## src/rtl/systolic_tile_sequencer.sv

```systemverilog
`default_nettype none
// ============================================================================
// Module   : systolic_tile_sequencer
// Summary  : Feeds diagonally skewed k-slices into one output-stationary
//            systolic tile, then streams C out row-major and clears the tile.
//            Optional WAIT watchdog: define SYSTOLIC_SEQ_TIMEOUT_EN.
// Revision : 1.0  initial release
// ============================================================================
module systolic_tile_sequencer #(
  parameter int width_p        = 32,
  parameter int array_width_p  = 2,
  parameter int array_height_p = 2,
  parameter int depth_p        = 16,
  parameter int timeout_p      = 64
) (
  input  logic                                             clk_i,
  input  logic                                             reset_i,
  input  logic [$clog2(depth_p+1)-1:0]                     k_len_i,
  input  logic [width_p*array_height_p-1:0]                a_i,
  input  logic [width_p*array_width_p-1:0]                 b_i,
  input  logic                                             ab_valid_i,
  output logic                                             ab_ready_o,
  output logic [width_p*array_height_p-1:0]                row_o,
  output logic [array_height_p-1:0]                        row_valid_o,
  input  logic [array_height_p-1:0]                        row_ready_i,
  output logic [width_p*array_width_p-1:0]                 col_o,
  output logic [array_width_p-1:0]                         col_valid_o,
  input  logic [array_width_p-1:0]                         col_ready_i,
  output logic                                             en_o,
  output logic [array_height_p-1:0]                        flush_o,
  input  logic [width_p*array_height_p*array_width_p-1:0]  z_i,
  input  logic [array_height_p*array_width_p-1:0]          z_valid_i,
  output logic [array_height_p*array_width_p-1:0]          z_yumi_o,
  output logic [width_p-1:0]                               res_o,
  output logic [((array_height_p > 1) ? $clog2(array_height_p) : 1)-1:0] res_row_o,
  output logic [((array_width_p > 1) ? $clog2(array_width_p) : 1)-1:0]   res_col_o,
  output logic                                             res_last_o,
  output logic                                             res_valid_o,
  input  logic                                             res_ready_i,
  output logic                                             busy_o,
  output logic                                             error_o
);

  localparam int c_h  = array_height_p;
  localparam int c_w  = array_width_p;
  localparam int c_kw = $clog2(depth_p+1);
  localparam int c_rw = (c_h > 1) ? $clog2(c_h) : 1;
  localparam int c_cw = (c_w > 1) ? $clog2(c_w) : 1;

  typedef enum logic [2:0] {
    s_idle  = 3'd0,
    s_load  = 3'd1,
    s_fill  = 3'd2,
    s_wait  = 3'd3,
    s_drain = 3'd4,
    s_clear = 3'd5
  } state_e;

  state_e          r_state;
  logic [c_kw-1:0] r_k;
  logic [c_kw-1:0] r_beats;
  logic [c_rw-1:0] r_row;
  logic [c_cw-1:0] r_col;
  logic            r_res_valid;
  logic            r_flush;

  logic            w_adv;
  logic            w_accept;
  logic            w_last;
  logic            w_pipe_busy;
  logic [c_h-1:0]  w_a_busy;
  logic [c_w-1:0]  w_b_busy;
  logic [c_kw-1:0] w_k_eff;
  logic [width_p-1:0] w_res;

  // A stalled lane holding valid data freezes every lane so the diagonal stays aligned.
  assign w_adv = (&(~row_valid_o | row_ready_i)) & (&(~col_valid_o | col_ready_i));

  assign ab_ready_o = w_adv & ((r_state == s_idle) |
                               ((r_state == s_load) & (r_beats < r_k)));
  assign w_accept   = ab_valid_i & ab_ready_o;
  assign w_pipe_busy = (|w_a_busy) | (|w_b_busy);

  always_comb begin
    w_k_eff = k_len_i;
    if (k_len_i == '0) begin
      w_k_eff = c_kw'(1);
    end else if (k_len_i > c_kw'(depth_p)) begin
      w_k_eff = c_kw'(depth_p);
    end
  end

  // Lane r of A is delayed r+1 stages; lane c of B likewise.
  for (genvar r = 0; r < c_h; r++) begin : g_a_lane
    logic [width_p*(r+1)-1:0] r_data;
    logic [r:0]               r_vld;
    logic [width_p-1:0]       w_in;

    assign w_in = w_accept ? a_i[width_p*r +: width_p] : '0;

    always_ff @(posedge clk_i or posedge reset_i) begin
      if (reset_i) begin
        r_data <= '0;
        r_vld  <= '0;
      end else if (w_adv) begin
        r_data <= (r_data << width_p) | (width_p*(r+1))'(w_in);
        r_vld  <= (r_vld << 1) | (r+1)'(w_accept);
      end
    end

    assign row_o[width_p*r +: width_p] = r_data[width_p*r +: width_p];
    assign row_valid_o[r]              = r_vld[r];
    assign w_a_busy[r]                 = |r_vld;
  end

  for (genvar c = 0; c < c_w; c++) begin : g_b_lane
    logic [width_p*(c+1)-1:0] r_data;
    logic [c:0]               r_vld;
    logic [width_p-1:0]       w_in;

    assign w_in = w_accept ? b_i[width_p*c +: width_p] : '0;

    always_ff @(posedge clk_i or posedge reset_i) begin
      if (reset_i) begin
        r_data <= '0;
        r_vld  <= '0;
      end else if (w_adv) begin
        r_data <= (r_data << width_p) | (width_p*(c+1))'(w_in);
        r_vld  <= (r_vld << 1) | (c+1)'(w_accept);
      end
    end

    assign col_o[width_p*c +: width_p] = r_data[width_p*c +: width_p];
    assign col_valid_o[c]              = r_vld[c];
    assign w_b_busy[c]                 = |r_vld;
  end

  assign w_last = (r_row == c_rw'(c_h-1)) & (r_col == c_cw'(c_w-1));

  // Array packs element (r,c) column-major; results leave row-major.
  always_comb begin
    w_res = '0;
    for (int r = 0; r < c_h; r++) begin
      for (int c = 0; c < c_w; c++) begin
        if ((r_row == c_rw'(r)) && (r_col == c_cw'(c))) begin
          w_res = z_i[width_p*(r+c*c_h) +: width_p];
        end
      end
    end
  end

`ifdef SYSTOLIC_SEQ_TIMEOUT_EN
  localparam int c_tw = $clog2(timeout_p+1);
  logic [c_tw-1:0] r_wait_cnt;
  logic            r_err;
`else
  if (timeout_p < 1) begin : g_timeout_unused
  end
`endif

  always_ff @(posedge clk_i or posedge reset_i) begin
    if (reset_i) begin
      r_state     <= s_idle;
      r_k         <= '0;
      r_beats     <= '0;
      r_row       <= '0;
      r_col       <= '0;
      r_res_valid <= 1'b0;
      r_flush     <= 1'b0;
`ifdef SYSTOLIC_SEQ_TIMEOUT_EN
      r_wait_cnt  <= '0;
      r_err       <= 1'b0;
`endif
    end else begin
      case (r_state)
        s_idle: begin
          if (w_accept) begin
            r_k     <= w_k_eff;
            r_beats <= c_kw'(1);
            r_state <= (w_k_eff == c_kw'(1)) ? s_fill : s_load;
          end
        end
        s_load: begin
          if (w_accept) begin
            r_beats <= r_beats + c_kw'(1);
            if ((r_beats + c_kw'(1)) == r_k) begin
              r_state <= s_fill;
            end
          end
        end
        s_fill: begin
          if (!w_pipe_busy) begin
            r_state <= s_wait;
`ifdef SYSTOLIC_SEQ_TIMEOUT_EN
            r_wait_cnt <= '0;
`endif
          end
        end
        s_wait: begin
          if (&z_valid_i) begin
            r_state     <= s_drain;
            r_res_valid <= 1'b1;
            r_row       <= '0;
            r_col       <= '0;
          end
`ifdef SYSTOLIC_SEQ_TIMEOUT_EN
          else if (r_wait_cnt == c_tw'(timeout_p-1)) begin
            r_err   <= 1'b1;
            r_flush <= 1'b1;
            r_state <= s_clear;
          end else begin
            r_wait_cnt <= r_wait_cnt + c_tw'(1);
          end
`endif
        end
        s_drain: begin
          if (r_res_valid && res_ready_i) begin
            if (w_last) begin
              r_res_valid <= 1'b0;
              r_flush     <= 1'b1;
              r_state     <= s_clear;
            end else if (r_col == c_cw'(c_w-1)) begin
              r_col <= '0;
              r_row <= r_row + c_rw'(1);
            end else begin
              r_col <= r_col + c_cw'(1);
            end
          end
        end
        s_clear: begin
          r_flush <= 1'b0;
          r_state <= s_idle;
        end
        default: begin
          r_state <= s_idle;
        end
      endcase
    end
  end

  assign en_o        = 1'b1;
  assign flush_o     = {c_h{r_flush}};
  assign z_yumi_o    = {(c_h*c_w){r_flush}};
  assign res_o       = w_res;
  assign res_row_o   = r_row;
  assign res_col_o   = r_col;
  assign res_valid_o = r_res_valid;
  assign res_last_o  = r_res_valid & w_last;
  assign busy_o      = (r_state != s_idle);
`ifdef SYSTOLIC_SEQ_TIMEOUT_EN
  assign error_o     = r_err;
`else
  assign error_o     = 1'b0;
`endif

endmodule
`default_nettype wire

```

## config.mk

```make
export PLATFORM = sky130hd
export DESIGN_NAME = systolic_tile_sequencer
export DESIGN_NICKNAME = d
export VERILOG_FILES = /design/src/rtl/systolic_tile_sequencer.sv
export SDC_FILE = /design/constraint.sdc
export NUM_CORES = 1
export LEC_CHECK = 0
export ABC_AREA = 0
export ABC_CLOCK_PERIOD_IN_PS = 7200
export BUFFER_PORTS_ARGS = -buffer_cell sky130_fd_sc_hd__buf_2
export CORE_ASPECT_RATIO = 0.5
export CORE_UTILIZATION = 25
export CTS_BUF_LIST = sky130_fd_sc_hd__clkbuf_16
export DETAILED_ROUTE_END_ITERATION = 8
export GPL_ROUTABILITY_DRIVEN = 0
export PLACE_DENSITY = 0.57
export SYNTH_ARGS = -nofsm -noshare
export SYNTH_HDL_FRONTEND = slang
export SYNTH_SLANG_ARGS = --single-unit
```

## constraint.sdc

```tcl
create_clock -name clk_i -period 7.2 [get_ports clk_i]
set_input_delay 0.72 -clock clk_i [delete_from_list [all_inputs] [get_ports clk_i]]
set_output_delay 0.72 -clock clk_i [all_outputs]
set_load 0.005 [all_outputs]
```

==> flow_metrics.py, run 1 <==
metrics = {
    "outcome": {
        "status": "complete, no violations",
    },
    "floorplanning": {
        "die_w_um": 277,
        "die_height_um": 140,
        "io_pins": 451,
        "num_rows": 49,
        "core_area_um2": 36600,
        "dieArea_um2": 38700,
        "start_util_pct": 25.8,
    },
    "route": {
        "drt_pass1_iterations": 4,
        "vias": 7419,
        "drtAntennaViolNets": 0,
        "drt-vias-per-instance": 4.44,
        "drtIter0Drc": 546,
        "post_drt_wl_per_cell_um": 18.0,
        "drc": 0,
        "wl_mm": 30.0,
    },
    "final_layout": {
        "finalNetCount": 1444,
        "layout-drive-gt1-share_pct": 45.5,
        "synthToLayoutAreaGrowth_pct": 29.9,
    },
    "grt": {
        "grt_pass1_wl_mm": 45.1,
        "grt_max_degree": 98,
        "grt_usage_pct": 14.9,
        "grt_pass1_vias": 7437,
        "antenna_found_initial": 2,
        "grt_overflow_total": 0,
    },
    "logic_synthesis": {
        "syn_area_um2": 9460,
        "yosysWarnings": 0,
        "synth_cells": 813,
        "ys.flop_type": "dfrtp_1",
        "syn-num-nets": 1092,
        "syn_avg_cell_area_um2": 11.6,
        "synthArstFlopShare_pct": 100,
        "synth-seq-cells": 211,
        "yosysUniqueCellTypes": 47,
        "synth-seq-area-share_pct": 55.8,
        "synth_edf_count": 0,
    },
    "sta": {
        "setup_viol": 0,
        "slew_headroom_pct": 30.2,
        "worst_pin_slew_ps": 1050,
        "setup_ws_ps": 4080,
        "slew_violations": 0,
        "finClkSkew_ps": 19.3,
        "period_minus_slack_ps": 3120,
        "finalCritPeriodShare_pct": 43.3,
        "tns_ps": 0,
        "hold_viol_final": 0,
        "rsz0062_at_grt": "no",
        "max_freq_mhz": 321,
    },
    "critical_path": {
        "critPathMaxFanout": 72,
        "worstPathRequired_ps": 7640,
        "worst-r2r-cell-count": 7,
        "arrival_ps": 3560,
        "critPathBufInv": 1,
        "crit_cells": 7,
        "worstSetupPathType": "reg2reg",
        "critPathLaunchType": "register",
        "critical_path.endpoint_type": "register",
        "max_stage_delay_ps": 760,
        "slowest_stage": "buf_4",
        "crit_chain": "ha_1 > o211ai_1 > a21oi_1 > o21ai_4 > and2_4 > buf_4 > a22o_1",
        "cp_top_family": "buffers and inverters",
    },
    "place": {
        "place_ws_ps": 4090,
        "io_buffers": 448,
        "place_hpwl_mm": 21.8,
    },
    "clock_tree": {
        "post_cts_buffers": 0,
        "clk_pin_slew_worst_paths_ps": 70,
        "tritoncts": "yes",
        "clock_latency_ps": 530,
        "root_buffer": "clkbuf_16",
        "clock_sinks": 211,
        "cts_resized": 0,
        "htree_levels": 1,
        "hold_buffers": 0,
        "cts_made_buffers": 23,
        "clockBufferDepth": 3,
    },
    "pwr": {
        "internal_power_mw": 2.63,
        "power_switching_mw": 1.38,
        "power_frac_clock_pct": 29.4,
        "switching_share_pct": 34.4,
        "ir_worst_vdd_mv": 0.252,
        "pwr-share-comb_pct": 28.7,
        "powerDensity_nw_per_um2": 326,
        "leakagePower_nw": 6.71,
        "pwr-share-seq_pct": 41.8,
    },
    "run": {
        "cap_violations": 0,
    },
    "min_path": {
        "hp-class": "in2async",
    },
}
## sequential cells by signal, summed over array words and instances, names as in the netlist
signal,flops
g_a_lane.r_data,96
g_b_lane.r_data,96
r_beats,5
r_k,5
r_state,3
g_a_lane.r_vld,2
r_flush,1
res_col_o,1
res_row_o,1
res_valid_o,1
## cell type report
type                       instances  area, um^2
antenna                            4        10.0
clock buffer                      23         576
clock inverter                    19         169
fill                            3771       24300
inverter                          13        56.3
multi-input combinational        460        3290
sequential                       211        5280
tap                              484         606
timing repair buffer             456        2300
## synth_stat cells, drive strengths merged, types with 2 or more instances
master	n	share of area (%)
o21ai	6	0.44
inv	12	0.48
nor4	2	0.13
nand2	208	8.3
a2111oi	2	0.19
a21o	2	0.16
a22o	128	12
nor3	3	0.16
buf	105	8.1
nand4	3	0.20
xnor2	3	0.28
nand3	5	0.26
clkbuf	24	0.95
ha	6	0.79
mux4	32	7.6
nand2b	6	0.40
a21oi	6	0.32
o211ai	4	0.32
a21boi	3	0.32
xor2	4	0.37
and2	4	0.26
a31oi	4	0.26
conb	2	0.079
o31ai	3	0.24
nor2	11	0.44
dfrtp	211	56
## final timing paths
kind | endpoint | slack [ps] | start
worst max register to register | g_b_lane[0].r_data[20] | 4080 | r_beats[2]
worst max-delay path | g_b_lane[0].r_data[20] | 4080 | r_beats[2]
worst min register to register | g_b_lane[1].r_data[48] | 460 | g_b_lane[1].r_data[16]
max in group asynchronous | res_col_o | 5520 | reset_i
worst min-delay path | g_b_lane[0].r_data[28] | 280 | reset_i
min in group clk_i | g_b_lane[0].r_data[0] | 400 | b_i[0]
## logic make-up (layout without fill, tap and decap cells)
family	Yosys count	after routing	share of synthesized area, %
multiplexers	34	34	7.84
flip-flops	211	211	55.8
adder cells (fa/ha/maj)	6	6	0.794
buffers and inverters	142	511	9.54
other	2	6	0.0794
AND/OR/NAND/NOR	248	248	10.7
AO/OA/AOI/OAI	163	163	14.6
XOR/XNOR	7	7	0.648
## power groups by stage
stage / Sequential [mW] / Combinational, mW / Clock, mW
3_5_place_dp: 1.69 / 1.18 / 0
2_1_floorplan: 1.67 / 0.858 / 0
5_1_grt: 1.72 / 1.27 / 1.27
4_1_cts: 1.68 / 1.18 / 1.22
3_3_place_gp: 1.69 / 1.17 / 0
6_report: 1.68 / 1.15 / 1.18
## routing by layer
metal	vias to the layer above	wire length (um)	GRT usage, %
met4	0	733	4.09
met2	202	15900	27.1
li1	3492	-	-
met5	-	0	0
met1	3676	11900	17.9
met3	49	1540	2.92
## layout by cell type (no fill, tap or decap), types with 3 or more instances in the layout
| cell | n |
|---|---|
| nor3_1 | 3 |
| dfrtp_1 | 210 |
| a21oi_1 | 6 |
| xor2_1 | 4 |
| diode_2 | 4 |
| clkinv_2 | 9 |
| nand2b_1 | 6 |
| buf_2 | 448 |
| xnor2_1 | 3 |
| nand2_1 | 207 |
| a22o_1 | 128 |
| and2_1 | 3 |
| nor2_1 | 10 |
| ha_1 | 6 |
| nand3_1 | 5 |
| nand4_1 | 3 |
| inv_1 | 13 |
| o21ai_0 | 5 |
| mux4_2 | 32 |
| o31ai_1 | 3 |
| o211ai_1 | 4 |
| clkbuf_16 | 23 |
| a31oi_1 | 4 |
| buf_4 | 8 |
## metrics by stage
stage                     power (mW)  std cells  hold WS [ps]  util [%]  cell area, um^2
final                           4.01       1670           283      33.6            12300
after global routing            4.26       1668           322      33.6            12300
after CTS                       4.08       1666           303      33.6            12300
after detailed placement        2.87       1624           451      31.5            11500
after global placement          2.86       1624           449      31.5            11500
after floorplan                 2.53        813           439         -             9460
(Power assumes the default switching activity.)
==> run 2: changes to the inputs <==
ABC_AREA = 1   (was 0)
ABC_CLOCK_PERIOD_IN_PS = 2700   (was 7200)
PLACE_DENSITY = 0.59   (was 0.57)
clock period = 2.7 ns   (was 7.2 ns; I/O delays follow)
==> flow_metrics.py, run 2 <==
metrics = {
    "sta": {
        "worst_pin_slew_ps": 808,
        "finClkSkew_ps": 24.5,
        "slew_violations": 0,
        "period_minus_slack_ps": 2580,
        "hold_ws_ps": 51.8,
        "hold_viol_final": 0,
        "tns_ps": 0,
        "slew_headroom_pct": 46.1,
        "setup_viol": 0,
        "setup_ws_ps": 119,
        "max_freq_mhz": 387,
        "rsz0062_at_grt": "no",
        "finalCritPeriodShare_pct": 95.6,
    },
    "final_layout": {
        "layout_commonest_cell": "buf_2",
        "layout-drive-gt1-share_pct": 33.6,
        "synthToLayoutAreaGrowth_pct": 45.0,
        "finalNetCount": 1797,
        "antenna_cells": 0,
        "largestRegisters": "g_a_lane.r_data: 96 flops, g_b_lane.r_data: 96 flops",
        "final_cell_mix": "448 x buf_2, 247 x nand2_1, 211 x dfrtp_1",
    },
    "logic_synthesis": {
        "syn-num-nets": 1306,
        "synth_top_area_share_pct": 55.6,
        "syn_avg_cell_area_um2": 9.24,
        "yosysTopAreaCell": "dfrtp_1",
        "yosysUniqueCellTypes": 29,
        "synth.top_cells.by_count": "248 x nand2_1, 211 x dfrtp_1, 92 x inv_1",
        "synth_edf_count": 0,
        "synth.most_common_cell": "nand2_1",
        "synth-seq-area-share_pct": 55.6,
        "synth_cells": 1027,
        "ys_top_cells_by_area": "dfrtp_1 56%, nand2_1 9.8%, buf_4 5.9%, a22o_1 5.9%, o21ai_0 4.4%",
        "syn_area_um2": 9490,
        "ys.flop_type": "dfrtp_1",
        "synthArstFlopShare_pct": 100,
        "synth-seq-cells": 211,
        "yosysWarnings": 0,
    },
    "floorplanning": {
        "dieArea_um2": 38800,
        "num_rows": 50,
        "start_util_pct": 25.4,
        "io_pins": 451,
        "die_height_um": 140,
        "core_area_um2": 37400,
        "die_w_um": 278,
    },
    "min_path": {
        "min_from": "k_len_i[3]",
        "hp-class": "in2reg",
        "hold_path_end": "r_k[3]",
        "worstHoldPathCells": 3,
    },
    "critical_path": {
        "cp_top_family": "buffers and inverters",
        "max_stage_delay_ps": 450,
        "critPathBufInv": 3,
        "critPathLaunchType": "register",
        "worstSetupPathType": "reg2out",
        "crit_top_cell": "nand2_1",
        "r2r_end": "g_a_lane[0].r_data[27]",
        "critical_path.endpoint_type": "output port",
        "arrival_ps": 2310,
        "critPathMaxFanout": 18,
        "r2r-start": "r_k[4]",
        "slowest_stage": "dfrtp_1",
        "worst-r2r-cell-count": 11,
        "reg2reg_slack_ps": 690,
        "worstPathRequired_ps": 2430,
        "crit_chain": "nand2_1 > inv_1 > buf_4 > nand2_1 > nand4_1 > buf_2",
    },
    "pwr": {
        "powerDensity_nw_per_um2": 1100,
        "leakagePower_nw": 7.10,
        "ir_worst_vdd_mv": 0.646,
    },
    "place": {
        "place_hpwl_mm": 23.3,
        "io_buffers": 448,
        "place_ws_ps": 671,
    },
    "route": {
        "post_drt_wl_per_cell_um": 16.2,
        "drt_pass1_iterations": 9,
        "wl_mm": 32.9,
        "drtAntennaViolNets": 0,
        "drtIter0Drc": 756,
        "drt-vias-per-instance": 4.45,
        "vias": 9013,
        "drc": 2,
    },
    "clock_tree": {
        "clock_sinks": 211,
        "clockBufferDepth": 3,
        "htree_levels": 1,
        "clock_latency_ps": 530,
        "post_cts_buffers": 0,
        "cts_made_buffers": 23,
        "cts_resized": 0,
        "tritoncts": "yes",
        "root_buffer": "clkbuf_16",
        "clk_pin_slew_worst_paths_ps": 70,
    },
    "outcome": {
        "violations": "DRC",
        "status": "finished with violations",
    },
    "grt": {
        "grt_max_degree": 165,
        "grt_pass1_wl_mm": 50.7,
        "antenna_found_initial": 0,
        "grt_pass1_vias": 8774,
        "grt_overflow_total": 0,
        "grt_usage_pct": 16.5,
    },
    "run": {
        "cap_violations": 0,
    },
}
[run 2: cell types whose count changed in the layout (fill, tap and decap cells not counted), moves of 26 or more]
cell	change
a22o_1	-64
dlygate4sd3_1	+129
inv_1	+81
mux4_2	-32
nand2_1	+40
nand3_1	+26
o21ai_0	+79
o21ai_1	+54
[run 2: report_power, final]
group / switching [mW] / internal [mW] / leakage (nW) / total, mW
sequential: 0.784 / 4.67 / 2.81 / 5.45
clock: 1.32 / 1.74 / 0.365 / 3.07
combinational: 3.98 / 2.69 / 3.92 / 6.66
total: 6.08 / 9.10 / 7.10 / 15.2
[run 2: what timing repair did]
action                                  4_1_cts  5_1_grt
hold endpoints to repair                    140        0
endpoints found under the setup margin        0        0
hold buffers                                129        0
[run 2: worst max-delay path by stage]
stage                               startpoint                     end  cells after the start
after floorplan                        reset_i   g_a_lane[0].r_data[0]                      1
after global placement    g_a_lane[1].r_vld[0]    g_a_lane[1].r_vld[0]                      5
after detailed placement  g_a_lane[1].r_vld[0]  g_a_lane[1].r_data[13]                      5
after CTS                            res_col_o                res_o[3]                      6
after global routing                 res_col_o                res_o[3]                      6
final                                res_col_o                res_o[3]                      6
[run 2: kinds of logic (layout without fill, tap and decap cells)]
kind of cell | count (synthesis) | count (layout) | share of synthesized area, %
simple gates | 342 | 342 | 14.9
flops | 211 | 211 | 55.6
other cells | 2 | 2 | 0.0791
fa+ha+maj | 6 | 6 | 0.791
compound gates | 239 | 239 | 15.8
buf+inv | 227 | 733 | 12.8
[run 2: through the flow]
| stage | area [um^2] | power, mW | util [%] | instances |
|---|---|---|---|---|
| CTS | 13800 | 15.2 | 36.8 | 2027 |
| detailed placement | 11800 | 11.9 | 31.4 | 1858 |
| global placement | 11800 | 11.8 | 31.4 | 1858 |
| global route | 13800 | 16.3 | 36.8 | 2027 |
| finish | 13800 | 15.2 | 36.8 | 2027 |
| floorplan | 9500 | 9.66 | - | 1027 |
[run 2: worst min-delay path, stage by stage]
cell	delay, ps
buf_2	130
nand3_1	80
o21ai_0	60
[run 2: per-layer routing]
metal / up-vias / routed length (um) / part of all wire [%] / GRT usage, %
met3: 77 / 2560 / 7.8 / 4.77
met5: - / 0 / 0 / 0
met1: 4294 / 14000 / 43 / 22.2
li1: 4287 / - / - / -
met4: 0 / 1030 / 3.1 / 4.97
met2: 355 / 15300 / 46 / 25.6
[run 2: final cells by class]
cell class / count / area [um^2]
fillers: 3806 / 23600
flip-flops and latches: 211 / 5280
repair buffers: 599 / 3790
multi-input cells: 589 / 3010
well taps: 494 / 618
clock buffers: 23 / 576
inverters: 94 / 359
clock inverters: 17 / 136
==> run 3: changes to the inputs <==
CTS_BUF_LIST = sky130_fd_sc_hd__clkbuf_8   (was sky130_fd_sc_hd__clkbuf_16)
==> flow_metrics.py, run 3 (same netlist as run 2, synthesis figures left out) <==
metrics = {
    "grt": {
        "grt_usage_pct": 16.7,
        "grt_pass1_wl_mm": 51.1,
        "grt_pass1_vias": 8891,
        "grt_overflow_total": 0,
        "grt_max_degree": 165,
        "antenna_found_initial": 0,
    },
    "critical_path": {
        "worstPathRequired_ps": 2430,
        "max_stage_delay_ps": 460,
        "critical_path.endpoint_type": "output port",
        "arrival_ps": 2300,
        "crit_top_cell": "nand2_1",
        "critPathMaxFanout": 18,
        "slowest_stage": "dfrtp_1",
        "crit_chain": "nand2_1 > inv_1 > buf_4 > nand2_1 > nand4_1 > buf_2",
        "worstSetupPathType": "reg2out",
        "critPathLaunchType": "register",
    },
    "final_layout": {
        "final_cell_mix": "448 x buf_2, 247 x nand2_1, 211 x dfrtp_1",
        "n_fill_cell": 3837,
        "antenna_cells": 0,
        "stdcell_count": 2048,
        "finalNetCount": 1810,
        "synthToLayoutAreaGrowth_pct": 44.8,
        "fin_area_um2": 13700,
        "multi_input_area_um2": 3010,
        "ff_latch_area_um2": 5280,
        "layout-drive-gt1-share_pct": 34.5,
        "layout_commonest_cell": "buf_2",
        "largestRegisters": "g_a_lane.r_data: 96 flops, g_b_lane.r_data: 96 flops",
    },
    "outcome": {
        "status": "complete, no violations",
    },
    "clock_tree": {
        "clock_sinks": 211,
        "clk_pin_slew_worst_paths_ps": 60,
        "post_cts_buffers": 0,
        "root_buffer": "clkbuf_8",
        "clockBufferDepth": 3,
        "htree_levels": 2,
        "clock_latency_ps": 530,
        "cts_made_buffers": 36,
        "tritoncts": "yes",
    },
    "floorplanning": {
        "die_height_um": 140,
        "dieArea_um2": 38800,
        "core_area_um2": 37400,
        "num_rows": 50,
        "io_pins": 451,
        "die_w_um": 278,
        "start_util_pct": 25.4,
    },
    "pwr": {
        "total_power_mw": 15.0,
        "ir_worst_vdd_mv": 0.657,
        "powerDensity_nw_per_um2": 1090,
        "leakagePower_nw": 7.12,
    },
    "sta": {
        "slew_headroom_pct": 46.1,
        "setup_viol": 0,
        "slew_violations": 0,
        "worst_pin_slew_ps": 809,
        "hold_viol_final": 0,
        "max_freq_mhz": 389,
        "rsz0062_at_grt": "no",
        "period_minus_slack_ps": 2570,
        "tns_ps": 0,
        "setup_ws_ps": 128,
        "finalCritPeriodShare_pct": 95.3,
        "finClkSkew_ps": 25.1,
    },
    "place": {
        "io_buffers": 448,
        "place_ws_ps": 671,
        "post_dp_cell_area_um2": 11800,
        "placed_cells": 1858,
        "place_hpwl_mm": 23.3,
    },
    "route": {
        "vias": 9062,
        "drt-vias-per-instance": 4.42,
        "post_drt_wl_per_cell_um": 16.3,
        "wl_mm": 33.3,
        "drtAntennaViolNets": 0,
        "drc": 0,
        "drtIter0Drc": 715,
        "drt_pass1_iterations": 9,
    },
    "min_path": {
        "hp-class": "in2reg",
    },
    "run": {
        "cap_violations": 0,
    },
}
-- run 3: cell count changes in the layout (fill, tap and decap cells not counted) --
cell        previous run  this run
bufinv_16              2         0
clkbuf_16             23         0
clkbuf_8               0        43
clkinv_1               5         0
clkinv_2               4         6
clkinv_8               0         1
clkinvlp_4             1         4
inv_1                 94        99
inv_6                  3         0
-- run 3: final timing paths --
path / slack (ps) / end / startpoint / cells past startpoint
min in group asynchronous: 300 / g_a_lane[1].r_data[62] / reset_i / 3
max reg2reg: 670 / g_a_lane[0].r_data[29] / r_beats[2] / 10
min: 50 / g_b_lane[1].r_data[13] / b_i[45] / 3
max: 130 / res_o[3] / res_col_o / 6
min reg2reg: 480 / g_b_lane[1].r_data[48] / g_b_lane[1].r_data[48] / 2
max in group asynchronous: 1620 / g_b_lane[1].r_data[46] / reset_i / 4
-- run 3: worst max-delay path, delay by kind of cell (launching register included) --
kind	cells	cell delay (ps)
buffers and inverters	3	890
flip-flops	1	460
AND/OR/NAND/NOR	3	410
-- run 3: area by class of cell --
| class | count | area share [%] |
|---|---|---|
| clock inverter | 18 | 0.719 |
| inverter | 94 | 2.61 |
| clock buffer | 43 | 4.31 |
| sequential | 211 | 38.4 |
| multi-input combinational | 589 | 21.9 |
| timing repair buffer | 599 | 27.5 |
| tap | 494 | 4.50 |
-- run 3: what timing repair did --
item	in CTS	in global routing
hold buffers	129	0
endpoints found under the hold margin	140	0
gates resized for setup	0	0
-- run 3: routing by layer --
layer / vias up / global-route usage (%) / wire, um
li1: 4324 / - / -
met4: 0 / 5.09 / 884
met3: 77 / 5.19 / 2660
met2: 314 / 25.9 / 15400
met5: - / 0 / 0
met1: 4347 / 22.3 / 14400
-- run 3: through the flow --
| stage | hold WS, ps | utilization (%) |
|---|---|---|
| after floorplan | 391 | - |
| after global placement | 287 | 31.4 |
| after detailed placement | 292 | 31.4 |
| after CTS | 1.25 | 36.7 |
| after global routing | 8.02 | 36.7 |
| final | 47.6 | 36.7 |
-- run 3: power by group --
| group | total [mW] | switching [mW] | internal (mW) |
|---|---|---|---|
| Combinational | 6.69 | 4.00 | 2.69 |
| Sequential | 5.46 | 0.790 | 4.67 |
| Clock | 2.81 | 1.36 | 1.46 |
